==> src/rtl/mem_arbiter.sv <==
// mem_arbiter: round-robin arbiter/sequencer giving the CPU and the boot loader
// turns on the shared MIPS memory, with a fixed wait of LAT cycles per access.
module mem_arbiter #(
   parameter int AW  = 32,
   parameter int DW  = 32,
   parameter int LAT = 2
) (
   input  logic          clk,
   input  logic          reset,
   input  logic          cpu_req,
   input  logic          cpu_we,
   input  logic [AW-1:0] cpu_addr,
   input  logic [DW-1:0] cpu_wdata,
   output logic          cpu_gnt,
   output logic          cpu_ack,
   output logic [DW-1:0] cpu_rdata,
   output logic          cpu_stall,
   input  logic          ldr_req,
   input  logic          ldr_we,
   input  logic [AW-1:0] ldr_addr,
   input  logic [DW-1:0] ldr_wdata,
   output logic          ldr_gnt,
   output logic          ldr_ack,
   output logic [DW-1:0] ldr_rdata,
   output logic          mem_en,
   output logic          mem_we,
   output logic [AW-1:0] mem_addr,
   output logic [DW-1:0] mem_wdata,
   input  logic [DW-1:0] mem_rdata
);
   if (LAT < 1 || LAT > 15) begin : g_lat_chk
      $error("mem_arbiter: LAT must be in 1..15");
   end
   localparam logic [1:0] IDLE = 2'd0;
   localparam logic [1:0] BUSY = 2'd1;
   localparam logic [1:0] DONE = 2'd2;
   localparam logic [3:0] LAT_C = 4'(LAT);
   logic [1:0]    state_q, state_d;
   logic [3:0]    cnt_q, cnt_d;
   logic          owner_q, owner_d, last_q, last_d;
   logic          en_q, en_d, we_q, we_d;
   logic [AW-1:0] addr_q, addr_d;
   logic [DW-1:0] wdata_q, wdata_d, crd_q, crd_d, lrd_q, lrd_d;
   logic          cack_q, cack_d, lack_q, lack_d, cgnt_q, cgnt_d, lgnt_q, lgnt_d;
   logic          win_ldr, sample;
   // owner_q/last_q: 1 = loader; on a tie the requester not granted last wins
   assign win_ldr = ldr_req & (~cpu_req | ~last_q);
   assign sample  = (state_q == BUSY) && (cnt_q == 4'd1);
   always_comb begin
      state_d = state_q;
      cnt_d   = cnt_q;
      owner_d = owner_q;
      last_d  = last_q;
      en_d    = 1'b0;
      we_d    = we_q;
      addr_d  = addr_q;
      wdata_d = wdata_q;
      cgnt_d  = cgnt_q;
      lgnt_d  = lgnt_q;
      cack_d  = 1'b0;
      lack_d  = 1'b0;
      crd_d   = (sample && !owner_q) ? mem_rdata : crd_q;
      lrd_d   = (sample && owner_q) ? mem_rdata : lrd_q;
      case (state_q)
         IDLE: if (cpu_req || ldr_req) begin
            state_d = BUSY;
            cnt_d   = LAT_C;
            owner_d = win_ldr;
            last_d  = win_ldr;
            en_d    = 1'b1;
            we_d    = win_ldr ? ldr_we : cpu_we;
            addr_d  = win_ldr ? ldr_addr : cpu_addr;
            wdata_d = win_ldr ? ldr_wdata : cpu_wdata;
            cgnt_d  = ~win_ldr;
            lgnt_d  = win_ldr;
         end
         BUSY: begin
            cnt_d = cnt_q - 4'd1;
            if (sample) begin
               state_d = DONE;
               cack_d  = ~owner_q;
               lack_d  = owner_q;
            end
         end
         DONE: begin
            state_d = IDLE;
            cgnt_d  = 1'b0;
            lgnt_d  = 1'b0;
         end
         default: state_d = IDLE;
      endcase
   end
   always_ff @(posedge clk) begin
      if (reset) begin
         state_q <= IDLE;
         cnt_q   <= '0;
         owner_q <= 1'b0;
         last_q  <= 1'b0;
         en_q    <= 1'b0;
         we_q    <= 1'b0;
         addr_q  <= '0;
         wdata_q <= '0;
         crd_q   <= '0;
         lrd_q   <= '0;
         cack_q  <= 1'b0;
         lack_q  <= 1'b0;
         cgnt_q  <= 1'b0;
         lgnt_q  <= 1'b0;
      end else begin
         state_q <= state_d;
         cnt_q   <= cnt_d;
         owner_q <= owner_d;
         last_q  <= last_d;
         en_q    <= en_d;
         we_q    <= we_d;
         addr_q  <= addr_d;
         wdata_q <= wdata_d;
         crd_q   <= crd_d;
         lrd_q   <= lrd_d;
         cack_q  <= cack_d;
         lack_q  <= lack_d;
         cgnt_q  <= cgnt_d;
         lgnt_q  <= lgnt_d;
      end
   end
   assign cpu_gnt   = cgnt_q;
   assign cpu_ack   = cack_q;
   assign cpu_rdata = crd_q;
   assign cpu_stall = cpu_req & ~cack_q;
   assign ldr_gnt   = lgnt_q;
   assign ldr_ack   = lack_q;
   assign ldr_rdata = lrd_q;
   assign mem_en    = en_q;
   assign mem_we    = we_q;
   assign mem_addr  = addr_q;
   assign mem_wdata = wdata_q;
endmodule

==> config.mk <==
export PLATFORM = sky130hd
export DESIGN_NAME = mem_arbiter
export DESIGN_NICKNAME = d
export VERILOG_FILES = /design/src/rtl/mem_arbiter.sv
export SDC_FILE = /design/constraint.sdc
export NUM_CORES = 1
export LEC_CHECK = 0
export ABC_AREA = 1
export CORE_MARGIN = 2
export CORE_UTILIZATION = 40
export CTS_CLUSTER_DIAMETER = 100
export DETAILED_ROUTE_END_ITERATION = 10
export GPL_TIMING_DRIVEN = 0
export PLACE_DENSITY_LB_ADDON = 0.05
export SETUP_SLACK_MARGIN = 0.5
export SLEW_MARGIN = 20
export SYNTH_ARGS = -nofsm -noshare
export SYNTH_HDL_FRONTEND = slang
export SYNTH_SLANG_ARGS = --single-unit
==> constraint.sdc <==
create_clock -name clk -period 1.89 [get_ports clk]
set_clock_uncertainty 0.05 [all_clocks]
set_input_delay 0.378 -clock clk [delete_from_list [all_inputs] [get_ports clk]]
set_output_delay 0.378 -clock clk [all_outputs]
set_load 0.01 [all_outputs]
==> results.sh, run 1 <==
export IMPL_ir_drop_v=0.000685
export IMPL_place_inst=1664
export IMPL_maxCapViolCount=0
export IMPL_grt_start_max_net_pins=17
export IMPL_cp_required_ps=2160
export IMPL_die_h_um=136
export IMPL_met1_usage=0.275
export IMPL_worstSetupPathType="register to register"
export IMPL_p_switching_w=0.00265
export IMPL_viasPerCell=4.57
export IMPL_use_met3=0.0779
export IMPL_ys_types=21
export IMPL_relSlewSlack=0.724
export IMPL_endpoint_kind="register"
export IMPL_synth_seq_area_share=0.405
export IMPL_p_per_area_nw_per_um2=798
export IMPL_start_kind="register"
export IMPL_clock_sinks=141
export IMPL_fin_tns_setup_ps=0
export IMPL_final_common_cell="nor2_1"
export IMPL_clk_latency_ps=430
export IMPL_core_area_sq_um=17200
export IMPL_track_usage=0.244
export IMPL_antenna_found_initial=2
export IMPL_cp_data_arrival_time_ps=1760
export IMPL_clkPwrFrac=0.376
export IMPL_gp_congestion=0.836
export IMPL_row_count=48
export IMPL_p_seq_frac=0.361
export IMPL_numCtsBuffers=17
export IMPL_leakage_nw=5.99
export IMPL_finalNetCount=1680
export IMPL_clockBufferDepth=2
export IMPL_wirelength_um=24900
export IMPL_period_share=0.788
export IMPL_dp_hpwl_um=17100
export IMPL_h_tree_depth=4
export IMPL_drc=0
export IMPL_hold_class="input port to register"
export IMPL_first_iter_violations=421
export IMPL_yosysWarnings=0
export IMPL_fmax_mhz=672
export IMPL_overflow=0
export IMPL_syn_nets=1308
export IMPL_initial_core_util=0.406
export IMPL_seqCellArea_sq_um=2860
export IMPL_vias=8006
export IMPL_syn_inst=1140
export IMPL_final_antenna_net_count=0
export IMPL_grt_busiest_layer="met2"
export IMPL_pre_cts_slack_ps=-280
export IMPL_finalCriticalPeriod_ps=1490
export IMPL_ys_ff_latch=141
export IMPL_worst_slack_ps=401
export IMPL_multi_input_area_sq_um=3220
export IMPL_die_width_um=136
export IMPL_p_comb_frac=0.263
export IMPL_layout_common_cells="251 x nor2_1, 223 x inv_1, 215 x nand2_1"
export IMPL_worst_pin_slew_ps=413
export IMPL_wl_per_cell_um=14.2
export IMPL_ioPinCount=301
export IMPL_total_power_w=0.00922
export IMPL_status="finished clean"
export IMPL_port_buffers=299
export IMPL_dr_pass1_iters=5
export IMPL_rsz0062_at_grt="yes"
export IMPL_slew_violations=0
export IMPL_fillers=1610
export IMPL_setup_viol=0
export IMPL_syn_to_final_growth_pct=65.7
export IMPL_avgSynthCellArea_sq_um=6.12
export IMPL_switching_share=0.287
export IMPL_drive_gt1_frac=0.265
export IMPL_hold_viol_final=0
export IMPL_dpl_cell_area_sq_um=10300
export IMPL_final_area_sq_um=11600
export IMPL_postCtsHoldBufs=0
export IMPL_internal_power_w=0.00657
export IMPL_met2_usage=0.432
export IMPL_syn_area_sq_um=6970
export IMPL_final_cells=1752
export IMPL_grt_pass1_vias=7154
export IMPL_cts_root_buf="clkbuf_16"
export IMPL_cts_tree="done"
export IMPL_grt_pass1_wl_um=35300
export IMPL_clk_pin_slew_ps=60
export IMPL_dieArea_sq_um=18500
export IMPL_cp_max_fo=6
==> worst max-delay path, stage by stage, from the launching register on <==
cell	delay [ps]
dfxtp_2	330
inv_2	90
ha_4	170
nand2_4	60
nor2_4	130
buf_8	160
clkbuf_16	150
nand4_1	90
nand2_1	100
nor2_1	60
==> registers in the layout (all words and copies together) (netlist names), 2 cells and up <==
| register | count |
|---|---|
| cpu_rdata | 32 |
| ldr_rdata | 32 |
| mem_addr | 32 |
| mem_wdata | 32 |
| cnt_q | 4 |
| state_q | 2 |
==> logic make-up (layout without fill, tap and decap cells) <==
family,count (synthesis),after routing,synth area share
buf+inv,307,691,0.176
compound gates,76,76,0.0578
flops,141,141,0.405
simple gates,614,615,0.358
fa+ha+maj,2,2,0.00359
other cells,0,2,0
==> repair_timing <==
item	CTS	global route
gates cloned	8	16
pin swaps	10	115
resized for setup	665	187
buffers inserted	18	12
endpoints found under the setup margin	268	139
==> stage by stage <==
stage           util  hold WS, ps
2_1_floorplan      -          404
3_3_place_gp   0.597          401
3_5_place_dp   0.597          411
4_1_cts        0.625          184
5_1_grt        0.673          201
6_report       0.673          186
==> power groups by stage <==
stage	registers [W]	clock network [W]	logic (W)
floorplan	0.00348	0	0.000914
global placement	0.00338	0	0.00207
detailed placement	0.00338	0	0.00208
CTS	0.00332	0.00353	0.00212
global route	0.00335	0.00365	0.00264
finish	0.00333	0.00347	0.00242
==> metal layers <==
layer | vias up | part of all wire
met5 | - | 0
met4 | 0 | 0.025
met3 | 51 | 0.081
met2 | 302 | 0.51
met1 | 3528 | 0.39
li1 | 4125 | -
==> cells in the mapped netlist <==
cell type / instances / share of area
a21oi_1: 6 / 0.0043
a21oi_4: 1 / 0.0023
buf_1: 4 / 0.0022
buf_2: 30 / 0.022
buf_4: 8 / 0.0086
buf_6: 1 / 0.0016
clkbuf_1: 27 / 0.015
dfxtp_1: 141 / 0.40
ha_1: 2 / 0.0036
inv_1: 235 / 0.13
inv_2: 2 / 0.0011
nand2_1: 272 / 0.15
nand3_1: 5 / 0.0036
nand4_1: 64 / 0.057
nand4_2: 2 / 0.0036
nor2_1: 268 / 0.14
nor2_2: 2 / 0.0018
nor4_1: 1 / 0.00090
o21ai_0: 51 / 0.037
o21ai_1: 17 / 0.012
o21ai_4: 1 / 0.0023
==> area by class of cell <==
| cell class | instances | area share |
|---|---|---|
| sequential | 141 | 0.247 |
| tap | 225 | 0.0244 |
| inverter | 237 | 0.0772 |
| timing repair buffer | 352 | 0.263 |
| clock inverter | 9 | 0.0116 |
| multi-input combinational | 693 | 0.278 |
| antenna | 2 | 0.000433 |
| clock buffer | 23 | 0.0414 |
| buffer | 70 | 0.0562 |
==> worst paths after layout <==
check / startpoint / to / slack (ps) / depth (start not counted)
worst min register to register: cnt_q[0] / cnt_q[0] / 420 / 1
worst max register to register: cnt_q[1] / cpu_rdata[22] / 400 / 9
worst min-delay path: reset / last_q / 190 / 2
worst max-delay path: cnt_q[1] / cpu_rdata[22] / 400 / 9
Power figures use the tool's default switching activity.
==> inputs of run 2 (changes only) <==
--- a/config.mk
+++ b/config.mk
@@ -7,7 +7,7 @@
 export LEC_CHECK = 0
 export ABC_AREA = 1
 export CORE_MARGIN = 2
-export CORE_UTILIZATION = 40
+export CORE_UTILIZATION = 39
 export CTS_CLUSTER_DIAMETER = 100
 export DETAILED_ROUTE_END_ITERATION = 10
 export GPL_TIMING_DRIVEN = 0
==> constraint.sdc (replaced) <==
create_clock -name clk -period 1.3 [get_ports clk]
set_clock_uncertainty 0.05 [all_clocks]
set_input_delay 0.26 -clock clk [delete_from_list [all_inputs] [get_ports clk]]
set_output_delay 0.26 -clock clk [all_outputs]
set_load 0.01 [all_outputs]
==> run 2 against run 1 <==
Effect of this change: register-to-register slack got worse by 550 ps; count of clock-buffer cells in the layout fell by 3; largest cell class unchanged; combinational power grew 96%; worst hold slack lost 85 ps; sequential share of layout area fell by 2.6 points; the run now ends with setup timing left; cell count increased by 0.68%; flip-flop and latch count unchanged; wire length increased by 11%; sequential power up 50%.
==> results.sh, run 2 (synthesis results as in run 1) <==
export IMPL_status="finished with violations"
export IMPL_violations="setup timing"
export IMPL_rsz0062_at_grt="yes"
export IMPL_rr_endpoint="mem_wdata[22]"
export IMPL_start_kind="input port"
export IMPL_viasPerCell=4.69
export IMPL_first_iter_violations=422
export IMPL_p_comb_frac=0.316
export IMPL_p_per_area_nw_per_um2=1100
export IMPL_wirelength_um=27700
export IMPL_final_common_cell="inv_1"
export IMPL_layout_common_cells="231 x inv_1, 189 x nor2_1, 171 x nand2_1"
export IMPL_drc=0
export IMPL_die_h_um=138
export IMPL_cp_data_arrival_time_ps=1770
export IMPL_h_tree_depth=4
export IMPL_clkPwrFrac=0.350
export IMPL_holdPathStages=2
export IMPL_internal_power_w=0.0105
export IMPL_clk_latency_ps=420
export IMPL_finalCriticalPeriod_ps=1470
export IMPL_row_count=48
export IMPL_ioPinCount=301
export IMPL_drive_gt1_frac=0.420
export IMPL_highest_layer="met5"
export IMPL_syn_to_final_growth_pct=95.2
export IMPL_reg2reg_slack_ps=-150
export IMPL_dieArea_sq_um=19000
export IMPL_track_usage=0.251
export IMPL_finalNetCount=1694
export IMPL_initial_core_util=0.400
export IMPL_ir_drop_v=0.000971
export IMPL_met1_length_um=10200
export IMPL_gp_congestion=0.854
export IMPL_period_share=1.13
export IMPL_hold_end="cpu_ack"
export IMPL_worst_pin_slew_ps=571
export IMPL_worstSetupPathType="input port to register"
export IMPL_hold_viol_final=0
export IMPL_cp_max_fo=6
export IMPL_p_switching_w=0.00449
export IMPL_switching_share=0.300
export IMPL_fmax_mhz=681
export IMPL_r2r_cells=8
export IMPL_grt_pass1_vias=7233
export IMPL_dp_hpwl_um=17300
export IMPL_hp_start="reset"
export IMPL_cts_root_buf="clkbuf_16"
export IMPL_relSlewSlack=0.619
export IMPL_grt_pass1_wl_um=36500
export IMPL_leakage_nw=6.52
export IMPL_final_antenna_net_count=0
export IMPL_worst_slack_ps=-168
export IMPL_maxCapViolCount=0
export IMPL_antenna_found_initial=1
export IMPL_dr_pass1_iters=6
export IMPL_insertedDiodeCount=0
export IMPL_r2r_start="state_q[1]"
export IMPL_wl_met2_um=14500
export IMPL_clk_pin_slew_ps=60
export IMPL_clock_sinks=141
export IMPL_setup_viol=131
export IMPL_routed_wl_met3_um=2130
export IMPL_wl_per_cell_um=15.7
export IMPL_hold_class="input port to register"
export IMPL_port_buffers=299
export IMPL_slew_violations=0
export IMPL_core_area_sq_um=17400
export IMPL_overflow=0
export IMPL_vias=8267
export IMPL_numCtsBuffers=17
export IMPL_cts_tree="done"
export IMPL_endpoint_kind="register"
export IMPL_p_seq_frac=0.333
export IMPL_die_width_um=138
export IMPL_postCtsHoldBufs=0
export IMPL_grt_start_max_net_pins=17
export IMPL_fin_tns_setup_ps=-12830
export IMPL_cp_required_ps=1600
export IMPL_pre_cts_slack_ps=-700
export IMPL_clockBufferDepth=2
[run 2: worst max path at each step]
stage	slack, ps	to	startpoint	cells past startpoint
finish	-170	mem_wdata[3]	ldr_req	10
floorplan	-20	cpu_rdata[10]	cnt_q[1]	8
CTS	-120	mem_wdata[30]	last_q	8
global placement	-680	mem_wdata[16]	cpu_req	7
global route	-220	mem_wdata[28]	ldr_req	10
detailed placement	-700	mem_wdata[16]	cpu_req	7
[run 2: timing repair]
| item | in CTS | in global routing |
|---|---|---|
| gates cloned | 13 | 17 |
| setup endpoints to repair | 276 | 276 |
| pin swaps | 40 | 169 |
| resized for setup | 909 | 338 |
| setup buffers | 21 | 17 |
[run 2: per-stage QoR]
| step | util | power, W | area, sq um | std cells | hold slack (ps) |
|---|---|---|---|---|---|
| floorplan | - | 0.00650 | 7160 | 1140 | 378 |
| global placement | 0.599 | 0.00806 | 10400 | 1664 | 403 |
| detailed placement | 0.599 | 0.00808 | 10400 | 1664 | 405 |
| CTS | 0.687 | 0.0138 | 12000 | 1730 | 86.4 |
| global route | 0.782 | 0.0155 | 13600 | 1764 | 95.2 |
| finish | 0.782 | 0.0150 | 13600 | 1764 | 101 |
[run 2: power by group through the flow]
stage	Sequential (W)	Clock (W)	Combinational [W]
final	0.00499	0.00525	0.00474
after detailed placement	0.00492	0	0.00316
after global placement	0.00491	0	0.00314
after floorplan	0.00506	0	0.00144
after CTS	0.00496	0.00525	0.00361
after global routing	0.00502	0.00547	0.00506
[run 2: worst max-delay path, stage by stage]
cell and delay, ps:
clkdlybuf4s50_1 540, inv_1 90, a21oi_4 140, buf_12 160, clkbuf_16 160, buf_8 130
nand2_2 60, nand2_4 70, nor2_4 40, nor2_2 110
[run 2: final cells by class]
class / instances / area (sq um)
fillers: 1223 / 3800
plain buffers: 70 / 707
repair buffers: 367 / 4190
clock inverters: 12 / 158
flip-flops and latches: 141 / 3010
multi-input cells: 692 / 3890
inverters: 237 / 900
well taps: 225 / 282
clock buffers: 20 / 478
[run 2: layer usage]
| layer | global-route usage | vias to the layer above |
|---|---|---|
| li1 | - | 4144 |
| met3 | 0.0843 | 59 |
| met1 | 0.277 | 3752 |
| met2 | 0.451 | 310 |
| met5 | 0 | - |
| met4 | 0.0822 | 2 |
